### src/rtl/fp_mul_pipe.sv
// fp_mul_pipe: three-stage IEEE-754-style floating-point multiplier.
// S1 unpacks/classifies and sums exponents, S2 multiplies mantissas, S3
// normalises, rounds to nearest-even, packs and raises flags. Valid/ready
// flow control stalls every stage together when the output is held.
// Optional sticky flag accumulator: define FP_MUL_STICKY_FLAGS_EN to add
// ClearFlags / StickyFlags.
module fp_mul_pipe #(
    parameter int EXP_W  = 8,
    parameter int FRAC_W = 23
) (
    input  logic                    CLK,
    input  logic                    RST_N,
    input  logic                    InValid,
    output logic                    InReady,
    input  logic [EXP_W+FRAC_W:0]   Operand1,
    input  logic [EXP_W+FRAC_W:0]   Operand2,
    output logic                    OutValid,
    input  logic                    OutReady,
    output logic [EXP_W+FRAC_W:0]   Result,
    output logic [3:0]              Flags
`ifdef FP_MUL_STICKY_FLAGS_EN
    ,
    input  logic                    ClearFlags,
    output logic [3:0]              StickyFlags
`endif
);

    localparam int DATA_W = 1 + EXP_W + FRAC_W;
    localparam int BIAS   = 2**(EXP_W-1) - 1;
    localparam int MANT_W = FRAC_W + 1;
    localparam int PROD_W = 2 * MANT_W;
    localparam int EXP_SW = EXP_W + 2;

    localparam logic signed [EXP_SW-1:0] BIAS_S = EXP_SW'(BIAS);
    localparam logic signed [EXP_SW-1:0] EMAX_S = EXP_SW'(2**EXP_W - 1);
    localparam logic [DATA_W-1:0] QNAN = {1'b0, {EXP_W{1'b1}}, 1'b1, {(FRAC_W-1){1'b0}}};

    // Pipeline advance: every stage moves when the output slot is free or taken.
    logic adv;

    // S1 registers
    logic                     v1_d, v1_q;
    logic                     sign1_d, sign1_q;
    logic signed [EXP_SW-1:0] exp1_d, exp1_q;
    logic [MANT_W-1:0]        mant_a1_d, mant_a1_q;
    logic [MANT_W-1:0]        mant_b1_d, mant_b1_q;
    logic                     spc1_d, spc1_q;
    logic [DATA_W-1:0]        spc_res1_d, spc_res1_q;
    logic [3:0]               spc_flg1_d, spc_flg1_q;

    // S2 registers
    logic                     v2_d, v2_q;
    logic                     sign2_d, sign2_q;
    logic signed [EXP_SW-1:0] exp2_d, exp2_q;
    logic [PROD_W-1:0]        prod2_d, prod2_q;
    logic                     spc2_d, spc2_q;
    logic [DATA_W-1:0]        spc_res2_d, spc_res2_q;
    logic [3:0]               spc_flg2_d, spc_flg2_q;

    // S3 registers (drive the outputs)
    logic                     v3_d, v3_q;
    logic [DATA_W-1:0]        res3_d, res3_q;
    logic [3:0]               flg3_d, flg3_q;

    // S1 unpack/classify intermediates
    logic                     sign_a, sign_b;
    logic [EXP_W-1:0]         exp_a, exp_b;
    logic [FRAC_W-1:0]        frac_a, frac_b;
    logic                     zero_a, zero_b, inf_a, inf_b, nan_a, nan_b, snan_a, snan_b;

    // S3 normalise/round intermediates
    logic                     norm_shift;
    logic [PROD_W-1:0]        prod_n;
    logic signed [EXP_SW-1:0] exp_n, exp_f;
    logic [MANT_W-1:0]        mant_n;
    logic                     guard_bit, sticky_bit, round_up, carry, inexact;
    logic [MANT_W:0]          mant_r;
    logic [FRAC_W-1:0]        frac_r;

    assign adv      = !v3_q | OutReady;
    assign InReady  = adv;
    assign OutValid = v3_q;
    assign Result   = res3_q;
    assign Flags    = flg3_q;

    // S1: classify operands, flush subnormals, sum exponents, resolve specials.
    always_comb begin
        {sign_a, exp_a, frac_a} = Operand1;
        {sign_b, exp_b, frac_b} = Operand2;
        zero_a = (exp_a == '0);
        zero_b = (exp_b == '0);
        inf_a  = (&exp_a) & ~(|frac_a);
        inf_b  = (&exp_b) & ~(|frac_b);
        nan_a  = (&exp_a) & (|frac_a);
        nan_b  = (&exp_b) & (|frac_b);
        snan_a = nan_a & ~frac_a[FRAC_W-1];
        snan_b = nan_b & ~frac_b[FRAC_W-1];

        v1_d       = adv ? InValid : v1_q;
        sign1_d    = sign1_q;
        exp1_d     = exp1_q;
        mant_a1_d  = mant_a1_q;
        mant_b1_d  = mant_b1_q;
        spc1_d     = spc1_q;
        spc_res1_d = spc_res1_q;
        spc_flg1_d = spc_flg1_q;

        if (adv && InValid) begin
            sign1_d    = sign_a ^ sign_b;
            exp1_d     = $signed({2'b00, exp_a}) + $signed({2'b00, exp_b}) - BIAS_S;
            mant_a1_d  = zero_a ? '0 : {1'b1, frac_a};
            mant_b1_d  = zero_b ? '0 : {1'b1, frac_b};
            spc1_d     = 1'b0;
            spc_res1_d = '0;
            spc_flg1_d = 4'b0000;
            if (nan_a || nan_b) begin
                spc1_d     = 1'b1;
                spc_res1_d = QNAN;
                spc_flg1_d = {snan_a | snan_b, 3'b000};
            end else if ((inf_a && zero_b) || (zero_a && inf_b)) begin
                spc1_d     = 1'b1;
                spc_res1_d = QNAN;
                spc_flg1_d = 4'b1000;
            end else if (inf_a || inf_b) begin
                spc1_d     = 1'b1;
                spc_res1_d = {sign_a ^ sign_b, {EXP_W{1'b1}}, {FRAC_W{1'b0}}};
            end else if (zero_a || zero_b) begin
                spc1_d     = 1'b1;
                spc_res1_d = {sign_a ^ sign_b, {(DATA_W-1){1'b0}}};
            end
        end
    end

    // S2: full-width mantissa product; special-case info travels alongside.
    always_comb begin
        v2_d       = adv ? v1_q : v2_q;
        sign2_d    = sign2_q;
        exp2_d     = exp2_q;
        prod2_d    = prod2_q;
        spc2_d     = spc2_q;
        spc_res2_d = spc_res2_q;
        spc_flg2_d = spc_flg2_q;
        if (adv && v1_q) begin
            sign2_d    = sign1_q;
            exp2_d     = exp1_q;
            prod2_d    = {{MANT_W{1'b0}}, mant_a1_q} * {{MANT_W{1'b0}}, mant_b1_q};
            spc2_d     = spc1_q;
            spc_res2_d = spc_res1_q;
            spc_flg2_d = spc_flg1_q;
        end
    end

    // S3: normalise, round-to-nearest-even, range check, pack and flag.
    always_comb begin
        norm_shift = prod2_q[PROD_W-1];
        prod_n     = norm_shift ? prod2_q : (prod2_q << 1);
        exp_n      = exp2_q + (norm_shift ? EXP_SW'(1) : EXP_SW'(0));
        mant_n     = prod_n[PROD_W-1 -: MANT_W];
        guard_bit  = prod_n[PROD_W-MANT_W-1];
        sticky_bit = |prod_n[PROD_W-MANT_W-2:0];
        round_up   = guard_bit & (sticky_bit | mant_n[0]);
        mant_r     = {1'b0, mant_n} + {{MANT_W{1'b0}}, round_up};
        carry      = mant_r[MANT_W];
        frac_r     = carry ? mant_r[MANT_W-1:1] : mant_r[FRAC_W-1:0];
        exp_f      = exp_n + (carry ? EXP_SW'(1) : EXP_SW'(0));
        inexact    = guard_bit | sticky_bit;

        v3_d   = adv ? v2_q : v3_q;
        res3_d = res3_q;
        flg3_d = flg3_q;
        if (adv && v2_q) begin
            if (spc2_q) begin
                res3_d = spc_res2_q;
                flg3_d = spc_flg2_q;
            end else if (exp_f >= EMAX_S) begin
                res3_d = {sign2_q, {EXP_W{1'b1}}, {FRAC_W{1'b0}}};
                flg3_d = 4'b0101;
            end else if (exp_f <= EXP_SW'(0)) begin
                res3_d = {sign2_q, {(DATA_W-1){1'b0}}};
                flg3_d = 4'b0011;
            end else begin
                res3_d = {sign2_q, exp_f[EXP_W-1:0], frac_r};
                flg3_d = {3'b000, inexact};
            end
        end
    end

    // Pipeline state registers; reset discards everything in flight.
    always_ff @(posedge CLK or negedge RST_N) begin
        if (!RST_N) begin
            v1_q       <= 1'b0;
            sign1_q    <= 1'b0;
            exp1_q     <= '0;
            mant_a1_q  <= '0;
            mant_b1_q  <= '0;
            spc1_q     <= 1'b0;
            spc_res1_q <= '0;
            spc_flg1_q <= 4'b0000;
            v2_q       <= 1'b0;
            sign2_q    <= 1'b0;
            exp2_q     <= '0;
            prod2_q    <= '0;
            spc2_q     <= 1'b0;
            spc_res2_q <= '0;
            spc_flg2_q <= 4'b0000;
            v3_q       <= 1'b0;
            res3_q     <= '0;
            flg3_q     <= 4'b0000;
        end else begin
            v1_q       <= v1_d;
            sign1_q    <= sign1_d;
            exp1_q     <= exp1_d;
            mant_a1_q  <= mant_a1_d;
            mant_b1_q  <= mant_b1_d;
            spc1_q     <= spc1_d;
            spc_res1_q <= spc_res1_d;
            spc_flg1_q <= spc_flg1_d;
            v2_q       <= v2_d;
            sign2_q    <= sign2_d;
            exp2_q     <= exp2_d;
            prod2_q    <= prod2_d;
            spc2_q     <= spc2_d;
            spc_res2_q <= spc_res2_d;
            spc_flg2_q <= spc_flg2_d;
            v3_q       <= v3_d;
            res3_q     <= res3_d;
            flg3_q     <= flg3_d;
        end
    end

`ifdef FP_MUL_STICKY_FLAGS_EN
    logic [3:0] sticky_d, sticky_q;
    logic       out_hs;

    // Accumulate flags on each output handshake; a clear keeps only this cycle's flags.
    always_comb begin
        out_hs   = v3_q & OutReady;
        sticky_d = sticky_q;
        if (ClearFlags) begin
            sticky_d = out_hs ? flg3_q : 4'b0000;
        end else if (out_hs) begin
            sticky_d = sticky_q | flg3_q;
        end
    end

    // Sticky flag register.
    always_ff @(posedge CLK or negedge RST_N) begin
        if (!RST_N) begin
            sticky_q <= 4'b0000;
        end else begin
            sticky_q <= sticky_d;
        end
    end

    assign StickyFlags = sticky_q;
`endif

endmodule

### config.mk
export PLATFORM = sky130hd
export DESIGN_NAME = fp_mul_pipe
export DESIGN_NICKNAME = d
export VERILOG_FILES = /design/src/rtl/fp_mul_pipe.sv
export SDC_FILE = /design/constraint.sdc
export NUM_CORES = 2
export LEC_CHECK = 0
export ABC_AREA = 1
export ABC_CLOCK_PERIOD_IN_PS = 7800
export BUFFER_PORTS_ARGS = -buffer_cell sky130_fd_sc_hd__buf_2
export CAP_MARGIN = 10
export CORE_MARGIN = 2
export CORE_UTILIZATION = 43
export DETAILED_ROUTE_END_ITERATION = 10
export GPL_TIMING_DRIVEN = 0
export PLACE_DENSITY = 0.65
export SLEW_MARGIN = 10
export SYNTH_ARGS = -nofsm -noshare
export SYNTH_HDL_FRONTEND = slang
export SYNTH_SLANG_ARGS = --single-unit
### constraint.sdc
create_clock -name CLK -period 7.8 [get_ports CLK]
set_clock_uncertainty 0.05 [all_clocks]
set_input_delay 0.39 -clock CLK [delete_from_list [all_inputs] [get_ports CLK]]
set_output_delay 0.39 -clock CLK [all_outputs]
set_load 0.01 [all_outputs]
==> impl_metrics.env <==
export IMPL_wire_per_inst_um=19.6
export IMPL_whs_ps=83.7
export IMPL_grt_pass1_vias=25700
export IMPL_vias_per_cell=5.14
export IMPL_cts_tree="done"
export IMPL_routed_via_count=25100
export IMPL_crit_family="adder cells"
export IMPL_slew_viol_final=0
export IMPL_grt_usage_pct=29.0
export IMPL_clock_sinks=167
export IMPL_ys_flop_type="dfrtp_1"
export IMPL_ys_ff_latch=167
export IMPL_initial_core_util_pct=43.6
export IMPL_h_tree_depth=4
export IMPL_ys_seq_area_share_pct=14.5
export IMPL_grt_max_degree=89
export IMPL_ys_async_sr_fraction_pct=100
export IMPL_fmax_ghz=0.131
export IMPL_rsz0062_at_grt="yes"
export IMPL_drc=0
export IMPL_hold_viol=0
export IMPL_row_count=94
export IMPL_max_clock_path_buffers=2
export IMPL_finish_utilization_pct=47.1
export IMPL_grt_pass1_wl_um=151000
export IMPL_path_class="flop to flop"
export IMPL_dieArea_um2=69100
export IMPL_fp_dieH_um=263
export IMPL_ant_nets=0
export IMPL_first_pass_iters=5
export IMPL_yosysWarnings=0
export IMPL_setup_viol=0
export IMPL_critical_path_max_stage_delay_ps=820
export IMPL_num_io_pins=106
export IMPL_critPathArrivalTime_ps=7970
export IMPL_io_buffer_count=105
export IMPL_slew_headroom_pct=14.5
export IMPL_finalNetCount=4756
export IMPL_area_growth_pct=7.89
export IMPL_core_um2=66100
export IMPL_min_path_type="input port to flop"
export IMPL_cts_buffers=17
export IMPL_mostFrequentLayoutCells="nand2_1, inv_1, fa_1"
export IMPL_die_w_um=263
export IMPL_synth_distinct_cells=45
export IMPL_tns_ps=0
export IMPL_path_clk_slew_ps=90
export IMPL_layout_commonest_cell="nand2_1"
export IMPL_crit_top_cell="fa_1"
export IMPL_fin_crit_ps=7650
export IMPL_insertion_delay_ps=510
export IMPL_post_route_period_util_pct=98.1
export IMPL_root_buffer="clkbuf_16"
export IMPL_synth_edff_count=0
export IMPL_crit_path_top_delay_cell="dfrtp_1"
export IMPL_drtIter0Drc=2140
export IMPL_globalRouteOverflowTotal=0
export IMPL_wirelength_um=95900
export IMPL_worst_pin_slew_ps=1270
export IMPL_cp_start_kind="flop"
export IMPL_drive_gt1_share_pct=5.17
export IMPL_endpoint_kind="flop"
export IMPL_antenna_found_initial=3
export IMPL_dpl_hpwl_um=78900
export IMPL_postSynthAreaPerCell_um2=7.41
export IMPL_cap_violations=0
export IMPL_syn_inst=3889
export IMPL_netlist_area_um2=28800
export IMPL_status="completed"
export IMPL_path_buf_inv=6
export IMPL_cp_cell_sequence="clkbuf_1, nand2_1, fa_1, fa_1, inv_1, fa_1, inv_1, fa_1, inv_1, fa_1, fa_1, inv_1, fa_1, inv_1, ha_1, a21oi_1, o21ai_0, a21oi_1, nand3_1, nand2_1, nand3_1, nand3_1, o21ai_0"
export IMPL_cp_required_ps=8120
export IMPL_synth_nets=4633
export IMPL_globalplace_congestion=0.979
export IMPL_critPathMaxFanout=10
state kept, by name (all words and copies together) (netlist names), 4 cells and up:
| signal | count |
|---|---|
| Result | 32 |
| exp1_q | 10 |
| exp2_q | 10 |
| prod2_q | 48 |
| mant_b1_q | 24 |
| mant_a1_q | 24 |
| Flags | 4 |
layout make-up:
class / count / area, um^2
diodes: 2 / 5.00
plain buffers: 183 / 772
clock buffers: 17 / 425
clock inverters: 15 / 161
fillers: 6767 / 35000
inverters: 1016 / 3810
multi-input cells: 2520 / 20100
flip-flops and latches: 167 / 4180
well taps: 864 / 1080
repair buffers: 107 / 573
final timing paths:
kind	startpoint	endpoint	slack, ps	depth (start not counted)
max reg2reg	mant_b1_q[9]	prod2_q[40]	150	23
min in group asynchronous	RST_N	Result[3]	430	2
max	mant_b1_q[9]	prod2_q[40]	150	23
min	Operand2[21]	mant_b1_q[21]	80	3
max in group asynchronous	RST_N	mant_a1_q[22]	6370	3
min reg2reg	prod2_q[4]	prod2_q[4]	430	2
synth_stat cells, types with 2 or more instances:
| cell | n | share of area (%) |
|---|---|---|
| xnor2_1 | 23 | 0.70 |
| nor2_2 | 5 | 0.11 |
| o21bai_1 | 12 | 0.31 |
| a21boi_0 | 4 | 0.10 |
| nor3b_1 | 2 | 0.052 |
| o21ai_2 | 8 | 0.24 |
| nor4_1 | 9 | 0.20 |
| nand2_1 | 1161 | 15 |
| dfrtp_1 | 167 | 14 |
| a31oi_1 | 4 | 0.087 |
| buf_1 | 3 | 0.039 |
| o21ai_0 | 152 | 2.6 |
| a21o_1 | 2 | 0.052 |
| buf_2 | 4 | 0.069 |
| ha_1 | 192 | 8.3 |
| or2_2 | 12 | 0.26 |
| nand3_1 | 96 | 1.7 |
| and2_1 | 2 | 0.043 |
| inv_1 | 1014 | 13 |
| o21a_1 | 11 | 0.29 |
| nor3_1 | 21 | 0.36 |
| clkbuf_1 | 171 | 2.2 |
| nor2_1 | 170 | 2.2 |
| a21oi_1 | 65 | 1.1 |
| buf_6 | 4 | 0.16 |
| fa_1 | 484 | 34 |
| nand2_2 | 2 | 0.043 |
| o21ai_1 | 7 | 0.12 |
| buf_4 | 4 | 0.10 |
| nand3b_1 | 11 | 0.29 |
| xor2_1 | 15 | 0.46 |
| nor3_4 | 2 | 0.11 |
| nand4_1 | 38 | 0.82 |
metal layers:
layer	up-vias	routed length (um)	GRT usage, %
met5	-	13	0
met4	2	5100	14.1
met3	211	9390	6.31
met2	1086	41800	44.6
met1	12300	39700	39.0
li1	11500	-	-
through the flow:
step	area (um^2)	setup WS, ps	instances
global placement	30400	-5.49	4858
global route	31100	-24.1	4889
floorplan	28800	1610	3889
detailed placement	30500	-29.5	4859
finish	31100	149	4891
CTS	31100	40.5	4892
logic make-up (layout without fill, tap and decap cells):
family | Yosys count | count (layout) | synth area share [%]
simple gates | 1535 | 1535 | 21.4
buf+inv | 1202 | 1338 | 15.8
fa+ha+maj | 676 | 676 | 41.9
compound gates | 269 | 269 | 5.09
flops | 167 | 167 | 14.5
xor+xnor | 39 | 39 | 1.21
mux | 1 | 1 | 0.0347
other cells | 0 | 2 | 0
worst reg2reg max path, delay by kind of cell (launching register included):
family	cells	cell delay (ps)
buf+inv	6	930
simple gates	5	920
fa+ha+maj	8	3980
flops	1	820
compound gates	4	810
repair_timing:
action / 4_1_cts / 5_1_grt
buffers inserted: 0 / 0
resized for setup: 2 / 51
endpoints found under the setup margin: 2 / 10
hold buffers: 1 / 0
endpoints found under the hold margin: 79 / 0
Power is left out: the tool's default activity adds up to more than one toggle a clock period on the data nets, which glitch-free logic cannot reach.
